<file path="config.mk">
export PLATFORM = sky130hd
export DESIGN_NAME = operand_fetch
export DESIGN_NICKNAME = d
export VERILOG_FILES = /design/src/rtl/cpu_pkg.sv /design/src/rtl/operand_forward.sv /design/src/rtl/operand_fetch.sv
export SDC_FILE = /design/constraint.sdc
export NUM_CORES = 1
export LEC_CHECK = 0
export BUFFER_PORTS_ARGS = -buffer_cell sky130_fd_sc_hd__buf_2
export CAP_MARGIN = 0
export CORE_MARGIN = 8
export CORE_UTILIZATION = 50
export CTS_CLUSTER_DIAMETER = 100
export CTS_CLUSTER_SIZE = 25
export DETAILED_ROUTE_END_ITERATION = 7
export PLACE_DENSITY = 0.75
export SYNTH_ARGS = -nofsm -noshare
export SYNTH_HDL_FRONTEND = slang
export SYNTH_SLANG_ARGS = --single-unit
</file>
<file path="constraint.sdc">
create_clock -name clk -period 3.14 [get_ports clk]
set_input_delay 0.628 -clock clk [delete_from_list [all_inputs] [get_ports clk]]
set_output_delay 0.628 -clock clk [all_outputs]
set_load 0.03 [all_outputs]
</file>
<file path="src/rtl/cpu_pkg.sv">
// Shared types and default widths for the operand-fetch slice.
package cpu_pkg;

   localparam int N_DEF   = 32;
   localparam int M_DEF   = 2;
   localparam int OPW_DEF = 4;

   typedef enum logic [1:0] {OF_EMPTY, OF_READ, OF_VALID} of_state_t;

endpackage

</file>
<file path="src/rtl/operand_forward.sv">
// Merges one masked writeback into an operand when the writeback targets that operand's register.
module operand_forward #(
   parameter int N = 32,
   parameter int M = 2
) (
   input  logic [N-1:0] x,
   input  logic [M-1:0] rs,
   input  logic         wb_valid,
   input  logic [M-1:0] wb_reg,
   input  logic [N-1:0] wb_mask,
   input  logic [N-1:0] wb_data,
   output logic [N-1:0] y
);

   function automatic logic [N-1:0] merge(input logic [N-1:0] old_v,
                                          input logic [N-1:0] mask,
                                          input logic [N-1:0] data);
      return (old_v & ~mask) | (data & mask);
   endfunction

   assign y = (wb_valid && (wb_reg == rs)) ? merge(x, wb_mask, wb_data) : x;

endmodule

</file>
<file path="src/rtl/operand_fetch.sv">
// Single-slot issue stage: reads the register file, forwards in-flight writebacks, hands operands to execute.
module operand_fetch
   import cpu_pkg::*;
#(
   parameter int N   = N_DEF,
   parameter int M   = M_DEF,
   parameter int OPW = OPW_DEF
) (
   input  logic           clk,
   input  logic           rst,
   input  logic           flush,
   input  logic           in_valid,
   output logic           in_ready,
   input  logic [M-1:0]   in_rs1,
   input  logic [M-1:0]   in_rs2,
   input  logic [M-1:0]   in_rd,
   input  logic [OPW-1:0] in_op,
   output logic [M-1:0]   rf_r1,
   output logic [M-1:0]   rf_r2,
   input  logic [N-1:0]   rf_v1,
   input  logic [N-1:0]   rf_v2,
   input  logic           wb_valid,
   input  logic [M-1:0]   wb_reg,
   input  logic [N-1:0]   wb_mask,
   input  logic [N-1:0]   wb_data,
   output logic           out_valid,
   input  logic           out_ready,
   output logic [N-1:0]   out_a,
   output logic [N-1:0]   out_b,
   output logic [M-1:0]   out_rd,
   output logic [OPW-1:0] out_op
);

   of_state_t      state_q;
   logic [M-1:0]   rs1_p0, rs2_p0, rd_p0;
   logic [OPW-1:0] op_p0;
   logic           pend_vld_p0;
   logic [M-1:0]   pend_reg_p0;
   logic [N-1:0]   pend_mask_p0, pend_data_p0;
   logic [N-1:0]   opa_p1, opb_p1;
   logic [N-1:0]   pend_a, pend_b, base_a, base_b, cur_a, cur_b;
   logic           accept;

   assign in_ready  = !rst && !flush &&
                      ((state_q == OF_EMPTY) || ((state_q == OF_VALID) && out_ready));
   assign accept    = in_valid && in_ready;
   assign out_valid = !rst && !flush && (state_q == OF_VALID);

   assign rf_r1 = rst ? '0 : (accept ? in_rs1 : rs1_p0);
   assign rf_r2 = rst ? '0 : (accept ? in_rs2 : rs2_p0);

   // The read data misses the write committed at the accept edge, so replay it first.
   operand_forward #(.N(N), .M(M)) u_pend_a (
      .x(rf_v1), .rs(rs1_p0), .wb_valid(pend_vld_p0), .wb_reg(pend_reg_p0),
      .wb_mask(pend_mask_p0), .wb_data(pend_data_p0), .y(pend_a));
   operand_forward #(.N(N), .M(M)) u_pend_b (
      .x(rf_v2), .rs(rs2_p0), .wb_valid(pend_vld_p0), .wb_reg(pend_reg_p0),
      .wb_mask(pend_mask_p0), .wb_data(pend_data_p0), .y(pend_b));

   assign base_a = (state_q == OF_READ) ? pend_a : opa_p1;
   assign base_b = (state_q == OF_READ) ? pend_b : opb_p1;

   operand_forward #(.N(N), .M(M)) u_cur_a (
      .x(base_a), .rs(rs1_p0), .wb_valid(wb_valid), .wb_reg(wb_reg),
      .wb_mask(wb_mask), .wb_data(wb_data), .y(cur_a));
   operand_forward #(.N(N), .M(M)) u_cur_b (
      .x(base_b), .rs(rs2_p0), .wb_valid(wb_valid), .wb_reg(wb_reg),
      .wb_mask(wb_mask), .wb_data(wb_data), .y(cur_b));

   assign out_a  = rst ? '0 : ((state_q == OF_VALID) ? cur_a : opa_p1);
   assign out_b  = rst ? '0 : ((state_q == OF_VALID) ? cur_b : opb_p1);
   assign out_rd = rd_p0;
   assign out_op = op_p0;

   always_ff @(posedge clk) begin
      if (rst) begin
         state_q      <= OF_EMPTY;
         rs1_p0       <= '0;
         rs2_p0       <= '0;
         rd_p0        <= '0;
         op_p0        <= '0;
         pend_vld_p0  <= 1'b0;
         pend_reg_p0  <= '0;
         pend_mask_p0 <= '0;
         pend_data_p0 <= '0;
         opa_p1       <= '0;
         opb_p1       <= '0;
      end else begin
         // stage p0: id latch and one-cycle-old writeback copy
         pend_vld_p0  <= wb_valid;
         pend_reg_p0  <= wb_reg;
         pend_mask_p0 <= wb_mask;
         pend_data_p0 <= wb_data;
         if (accept) begin
            rs1_p0 <= in_rs1;
            rs2_p0 <= in_rs2;
            rd_p0  <= in_rd;
            op_p0  <= in_op;
         end
         // stage p1: operands keep absorbing writebacks while held
         if (state_q != OF_EMPTY) begin
            opa_p1 <= cur_a;
            opb_p1 <= cur_b;
         end
         if (flush) begin
            state_q <= OF_EMPTY;
         end else begin
            case (state_q)
               OF_EMPTY: if (accept) state_q <= OF_READ;
               OF_READ:  state_q <= OF_VALID;
               OF_VALID: if (out_ready) state_q <= accept ? OF_READ : OF_EMPTY;
               default:  state_q <= OF_EMPTY;
            endcase
         end
      end
   end

endmodule
</file>
==> key figures, run 1 <==
Layout
  – Fin area: 0.009728 mm2
  – Non-Filler Instances: 1223
  – Sequential Area: 0.002864 mm2
  – Layout cell share with drive strength beyond 1: 0.3396
  – Synth-to-Final Area Change: 23.79%
  – Fillers: 1365
  – Multi-input logic area: 0.004667 mm2
  – Nets: 1140

STA
  – RSZ-0062 raised after global routing: false
  – Fin. max-slew vios: 0
  – Final hold viol count: 0
  – Fmax: 342.9 MHz
  – Worst-Margin Slew: 0.6474 ns
  – PnR worst setup slack: 0.2236 ns
  – Final Critical Period: 2.916 ns
  – Final Skew: 0.006523 ns
  – Fin crit share: 0.9288
  – Final Setup Violations: 0
  – Fin Setup TNS: 0 ns
  – Max_slew headroom: 0.5684
  – Final hold slack: 0.4297 ns

Pwr
  – Peak VDD IR: 348.0 uV
  – Sequential power share: 0.417
  – Leakage: 4.236 nW
  – Switching Share: 0.2512
  – Switching power: 1.160 mW
  – Clk pwr share: 0.435
  – PwrDens: 474.8 mW/mm2
  – Power share of the combinational group: 0.148
  – Power Internal: 3.458 mW

Route
  – Final WL: 23190 um
  – 1st-iter DRT viols: 572
  – Vias: 7382
  – DRC viols: 0
  – DRT Pass-1 Iters: 6
  – DR vias/cell: 6.036
  – Avg WL per Cell: 18.96 um
  – Routed Antenna Nets: 0

Critical path
  – Crit Path Max Fanout: 50
  – CP Data Arrival Time: 2.29 ns
  – CP Launch Type: register
  – CP startpoint: state_q[1]$_SDFFE_PP0P_
  – Kind of critical path: reg -> out
  – Required @ worst endpoint: 2.51 ns
  – Setup crit end kind: output pin
  – Worst r2r src: state_q[1]$_SDFFE_PP0P_
  – Reg2Reg Depth: 5

Clocking
  – Worst-path clk slew: 0.06 ns
  – Cts hold-fix bufs: 0
  – Sink Count: 143
  – Clk buf depth: 2
  – Total CTS buffers: 17
  – Worst skew pair latency: 0.42 ns
  – H-tree levels: 4
  – CTS tree: done
  – Root Buffer Master: clkbuf_16

Die
  – Full die area: 0.01999 mm2
  – Core area: 0.01560 mm2
  – Ports: 222
  – Initial core utilization: 0.5039
  – Die W: 141.4 um
  – Die Ht: 141.4 um
  – Std cell rows: 46

Synth
  – Post-synthesis sequential area ratio: 0.3643
  – Avg Synthesized Cell Area: 9.762 um2
  – Mapped Cells: 805
  – Synth warn: 0
  – Cell Area, Synth: 0.007859 mm2
  – Distinct cell type count after synthesis: 24
  – Register bit total from synthesis: 143
  – Syn Nets: 951

Placed design
  – Placed cells: 1190
  – Post-detail-place hpwl: 15490 um
  – Placed Area: 0.009135 mm2
  – Placer congestion estimate: 0.7782
  – IO Port Bufs: 221
  – Setup WS pre-CTS: 0.3439 ns

GRT
  – Grt ovf: 0
  – Largest net degree at the start of global routing: 65
  – Vias in the first global route: 7311
  – Gr usage total: 0.2262
  – Initial antenna violation count: 3
  – First-pass GRT wire length: 36490 um

Run
  – Max Cap Viol: 0

Status
  – Status: completed

Worst hold path
  – HP Start: wb_data[9]
  – Worst min path class: in -> reg
  – WHS Path Cells: 2
-- metal layers --
metal | GRT usage | part of all wire | wire length, um | up-vias
li1 | - | - | - | 3491
met1 | 0.2667 | 0.43 | 9924 | 3519
met2 | 0.3726 | 0.47 | 10830 | 326
met3 | 0.06720 | 0.080 | 1855 | 46
met4 | 0.1046 | 0.025 | 578 | 0
met5 | 0 | 0 | 0 | -
-- stage by stage --
step,power [mW],util
after global routing,4.793,0.6237
final,4.619,0.6237
after global placement,2.628,0.5857
after floorplan,2.397,-
after CTS,4.640,0.6226
after detailed placement,2.639,0.5857
-- sequential cells by signal, indices dropped and copies added (netlist names) --
name and flops:
pend_vld_p0 1, opa_p1 32, state_q 2, out_rd 2, opb_p1 32, pend_reg_p0 2
pend_data_p0 32, rs2_p0 2, rs1_p0 2, pend_mask_p0 32, out_op 4
-- power groups by stage --
stage | clock (mW) | sequential, mW | combinational (mW)
after CTS | 2.04 | 1.92 | 0.681
after floorplan | 0 | 1.96 | 0.440
after detailed placement | 0 | 1.96 | 0.678
after global placement | 0 | 1.96 | 0.669
final | 2.01 | 1.92 | 0.684
after global routing | 2.12 | 1.93 | 0.745
-- final cells by class --
type,count,area share
sequential,143,0.2944
inverter,2,0.0007717
antenna,3,0.0007717
multi-input combinational,592,0.4797
clock buffer,21,0.04733
tap,216,0.02778
clock inverter,8,0.01183
timing repair buffer,238,0.1374
-- worst max-delay path: stages, from the launching register on --
cell and delay (ns):
dfxtp_1 0.50, nand2b_4 0.37, buf_12 0.26, a22oi_1 0.12, o21ai_0 0.13, a32o_1 0.24
buf_2 0.21
-- final timing paths --
kind                           endpoint  slack, ns
min reg2reg      out_rd[1]$_SDFFE_PP0N_       0.49
max                           out_b[19]       0.22
max reg2reg      out_op[2]$_SDFFE_PP0N_       1.34
min          pend_data_p0[9]$_SDFF_PP0_       0.43
-- cells by family after synthesis --
kind of cell / synth area share
DFF: 0.3643
and+or+nand+nor: 0.1251
AOI/OAI and AO/OA: 0.2678
xor gates and xnor gates: 0.008916
buffers and inverters: 0.04792
muxes: 0.1860
-- layout by cell type (no fill, tap or decap) --
cell type / netlist / layout
clkbuf_1: 40 / 2
o21ai_1: 32 / 32
a32o_1: 128 / 128
and3_2: 0 / 2
bufinv_16: 0 / 3
nor2_1: 13 / 11
clkbuf_8: 0 / 2
diode_2: 0 / 3
nor2b_4: 0 / 1
inv_1: 2 / 2
nand3_2: 2 / 2
nor3_1: 2 / 2
o21a_1: 1 / 1
buf_2: 10 / 220
dfxtp_2: 0 / 1
mux2_2: 64 / 64
a2111oi_2: 1 / 1
dfxtp_1: 143 / 142
nand2b_4: 0 / 1
a22oi_1: 64 / 64
xnor2_1: 8 / 8
clkbuf_16: 0 / 17
nand2_1: 65 / 65
nor2b_1: 100 / 99
nand2b_2: 0 / 1
nand2b_1: 2 / 1
nor2_4: 0 / 2
clkinv_2: 0 / 5
buf_12: 0 / 8
mux2i_1: 74 / 74
o21ai_0: 32 / 32
nor3_4: 0 / 1
buf_4: 6 / 10
-- repair_timing --
item | 4_1_cts | 5_1_grt
setup endpoints to repair | 0 | 2
resized for setup | 0 | 1
setup buffers | 0 | 0
-- synthesized netlist by cell type --
master / n / area [um2]
buf_4: 6 / 45.04
a22oi_1: 64 / 480.5
o21ai_0: 32 / 160.2
mux2i_1: 74 / 740.7
nor3_1: 2 / 10.01
o21ai_1: 32 / 160.2
buf_1: 3 / 11.26
nand2_1: 65 / 244.0
nor2b_1: 100 / 625.6
o21a_1: 1 / 7.510
nand2b_1: 2 / 12.51
inv_1: 2 / 7.510
nand3_2: 2 / 20.02
mux2_2: 64 / 720.7
clkbuf_1: 40 / 150.1
nor2_1: 13 / 48.80
dfxtp_1: 143 / 2863
buf_6: 10 / 112.6
nor3_2: 1 / 10.01
and3_1: 2 / 12.51
a2111oi_2: 1 / 15.01
a32o_1: 128 / 1281
xnor2_1: 8 / 70.07
buf_2: 10 / 50.05
No activity file was read; power rests on OpenSTA's default activity.
==> inputs of run 2 (changes only) <==
--- a/config.mk
+++ b/config.mk
@@ -14,5 +14,7 @@
 export DETAILED_ROUTE_END_ITERATION = 7
-export PLACE_DENSITY = 0.75
+export PLACE_DENSITY = 0.73
+export SLEW_MARGIN = 25
 export SYNTH_ARGS = -nofsm -noshare
 export SYNTH_HDL_FRONTEND = slang
+export SYNTH_HIERARCHICAL = 1
 export SYNTH_SLANG_ARGS = --single-unit
--- a/constraint.sdc
+++ b/constraint.sdc
@@ -3,2 +3,2 @@
 set_output_delay 0.628 -clock clk [all_outputs]
-set_load 0.03 [all_outputs]
+set_load 0.05 [all_outputs]
==> run 2 against run 1 <==
  * The flow now finishes with violations (setup timing)
  * Flip-flop and latch count stayed put
  * Utilization increased by 3.9 points
  * Setup slack lost 0.39 ns
  * Sequential share of layout area decreased by 5.3 points
  * Cell count is 31% higher
  * Global-route usage increased by 3.5 points
  * Maximum frequency decreased by 12%
  * Register-to-register slack got worse by 0.37 ns
  * Combinational power increased by 46%
  * Largest cell class unchanged
==> key figures, run 2 <==
Critical path
  – Setup crit end kind: output pin
  – Worst r2r src: rs2_p0[0]$_DFF_P_
  – Cells along the critical path: xor2_4 -> buf_12 -> nor3_2 -> mux2_1 -> mux2_2 -> mux2_1 -> nand2_1 -> a21oi_1 -> buf_4
  – CP Launch Type: register
  – Most common cell on crit path: mux2_1
  – Kind of critical path: reg -> out
  – CP Data Arrival Time: 2.68 ns
  – Crit Path Max Fanout: 19
  – Slowest stage delay, CP: 0.35 ns
  – Reg2Reg Depth: 8
  – Required @ worst endpoint: 2.51 ns
  – R2r setup slk: 0.97 ns
  – Crit-path slowest cell: dfxtp_2
  – CP startpoint: rs2_p0[0]$_DFF_P_

Status
  – Violated checks: setup timing
  – Status: finished with violations

STA
  – Fin. max-slew vios: 0
  – Final hold viol count: 0
  – PnR worst setup slack: -0.1669 ns
  – Final Setup Violations: 64
  – RSZ-0062 raised after global routing: true
  – Final hold slack: 0.4249 ns
  – Final Critical Period: 3.307 ns
  – Fin Setup TNS: -5.723 ns
  – Fin crit share: 1.053
  – Fmax: 302.4 MHz
  – Final Skew: 0.009754 ns
  – Max_slew headroom: 0.4468
  – Worst-Margin Slew: 0.8279 ns

Synth
  – Distinct cell type count after synthesis: 20
  – Mapped Cells: 1177
  – Syn Nets: 1323
  – Largest area contributor in the netlist: dfxtp_1
  – Main combinational cell family by area after synthesis: simple AND/OR/NAND/NOR gates
  – Top post-synthesis cells by area: dfxtp_1, nand2_1, mux2_1, mux2_2, nor3_1
  – Complex-gate fraction of the synthesized area: 0.07027
  – Multiplexer share of the synthesized area: 0.2476
  – Synth warn: 6
  – Cell Area, Synth: 0.009188 mm2
  – Fraction of registers with async set/reset: 0
  – Post-synthesis sequential area ratio: 0.3116
  – Synth top area share: 0.3116
  – Adder-cell share of the synthesized area: 0
  – Top post-synthesis cells by count: nand2_1, dfxtp_1, nor3_1, a21oi_1, mux2_1
  – Most common cell in the synthesized netlist: nand2_1
  – Avg Synthesized Cell Area: 7.806 um2
  – EDFF count, synth: 0
  – Synth Area in XOR/XNOR: 0.01416
  – Register bit total from synthesis: 143
  – Top_reg_cell synth: dfxtp_1
  – Simple-gate share of the synthesized area: 0.2869

GRT
  – Grt ovf: 0
  – Gr usage total: 0.2608
  – Largest net degree at the start of global routing: 115
  – Vias in the first global route: 9089
  – First-pass GRT wire length: 47040 um
  – Initial antenna violation count: 1

Pwr
  – Peak VDD IR: 388.0 uV
  – Leakage: 4.806 nW
  – PwrDens: 401.6 mW/mm2
  – Sequential power share: 0.401
  – Power Internal: 3.396 mW
  – Switching power: 1.400 mW
  – Power share of the combinational group: 0.209
  – Clk pwr share: 0.390
  – Switching Share: 0.2919

Clocking
  – Worst-path clk slew: 0.06 ns
  – Clk buf depth: 2
  – Total CTS buffers: 17
  – H-tree levels: 4
  – Worst skew pair latency: 0.42 ns
  – Sink Count: 143
  – CTS tree: done
  – Root Buffer Master: clkbuf_16

Placed design
  – Setup WS pre-CTS: 0.1269 ns
  – Placer congestion estimate: 0.8161
  – IO Port Bufs: 221
  – Post-detail-place hpwl: 18970 um
  – Placed Area: 0.01054 mm2

Route
  – DRT Pass-1 Iters: 6
  – Avg WL per Cell: 19.34 um
  – Routed wl met3: 2629 um
  – Final WL: 30960 um
  – DRC viols: 0
  – 1st-iter DRT viols: 673
  – Vias: 9108
  – DR vias/cell: 5.689
  – Top layer in use: met5
  – Routed Antenna Nets: 0
  – Metal-1 WL: 12880 um
  – Routed wl met2: 14730 um

Layout
  – Layout cell share with drive strength beyond 1: 0.3676
  – Fin area: 0.01194 mm2
  – Commonest non-fill, non-tap cell in the layout: nand2_1
  – Nets: 1507
  – Multi-input logic area: 0.006395 mm2
  – Synth-to-Final Area Change: 30.00%
  – Most frequent cells in the layout: nand2_1, buf_2, dfxtp_1
  – Sequential Area: 0.002879 mm2
  – Fillers: 1509

Die
  – Full die area: 0.02297 mm2
  – Die Ht: 151.6 um
  – Std cell rows: 49
  – Ports: 222
  – Core area: 0.01802 mm2
  – Initial core utilization: 0.5097
  – Die W: 151.6 um

Worst hold path
  – WHS Path Cells: 2
  – Worst min path class: in -> reg
  – HP Start: in_rd[1]

Run
  – Max Cap Viol: 0
-- run 2: cell types whose count changed after synthesis, sizes merged, moves of 74 or more --
cell	previous run	this run
nand2	65	384
mux2	64	202
nor3	3	131
mux2i	74	0
a21oi	0	129
a32o	128	0
-- run 2: worst paths after layout --
path,endpoint
max,out_b[4]
min reg2reg,opa_p1[8]$_SDFFE_PP0P_
min,out_rd[1]$_SDFFE_PP0N_
max reg2reg,opb_p1[4]$_SDFFE_PP0P_
-- run 2: cells by family (layout without fill, tap and decap cells) --
kind of cell              after synthesis  after routing
DFF                                   143            143
xor gates and xnor gates                8              8
other                                   0              1
buffers and inverters                  95            289
muxes                                 202            202
AOI/OAI and AO/OA                     129            129
and+or+nand+nor                       600            600
-- run 2: power by group through the flow --
stage	clock network (mW)	logic [mW]	registers (mW)
after floorplan	0	0.541	1.97
after global placement	0	0.848	1.96
after detailed placement	0	0.858	1.96
after CTS	1.89	0.932	1.92
after global routing	1.98	1.06	1.93
final	1.87	1.00	1.92
-- run 2: area by class of cell --
type                            instances  area share
Clock inverter                          7    0.005447
Tap cell                              229     0.02399
Sequential cell                       143      0.2410
Timing Repair Buffer                  259      0.1547
Antenna cell                            1   0.0002095
Multi-Input combinational cell        939      0.5354
Clock buffer                           22     0.03886
Inverter                                1   0.0003143
-- run 2: stage by stage --
step	cells	power [mW]	utilization
after floorplan	1177	2.507	-
final	1601	4.797	0.6626
after CTS	1598	4.748	0.6455
after global placement	1567	2.807	0.5848
after global routing	1600	4.969	0.6625
after detailed placement	1567	2.820	0.5848
-- run 2: routing by layer --
layer,vias to the layer above,GRT usage
met5,-,0
met2,415,0.4273
met4,2,0.09505
li1,4305,-
met1,4322,0.3282
met3,64,0.06178
-- run 2: critical path: cells and delay by family (launching register included) --
family                    cells  cell delay, ns
muxes                         3            0.92
xor gates and xnor gates      1            0.20
AOI/OAI and AO/OA             1            0.07
buffers and inverters         2            0.41
and+or+nand+nor               2            0.29
DFF                           1            0.35
-- run 2: what timing repair did --
action	in CTS	in global routing
cloned	1	1
gates resized for setup	153	68
pin swaps	0	2
setup endpoints to repair	64	64
buffers inserted	1	1
hold buffers	0	0
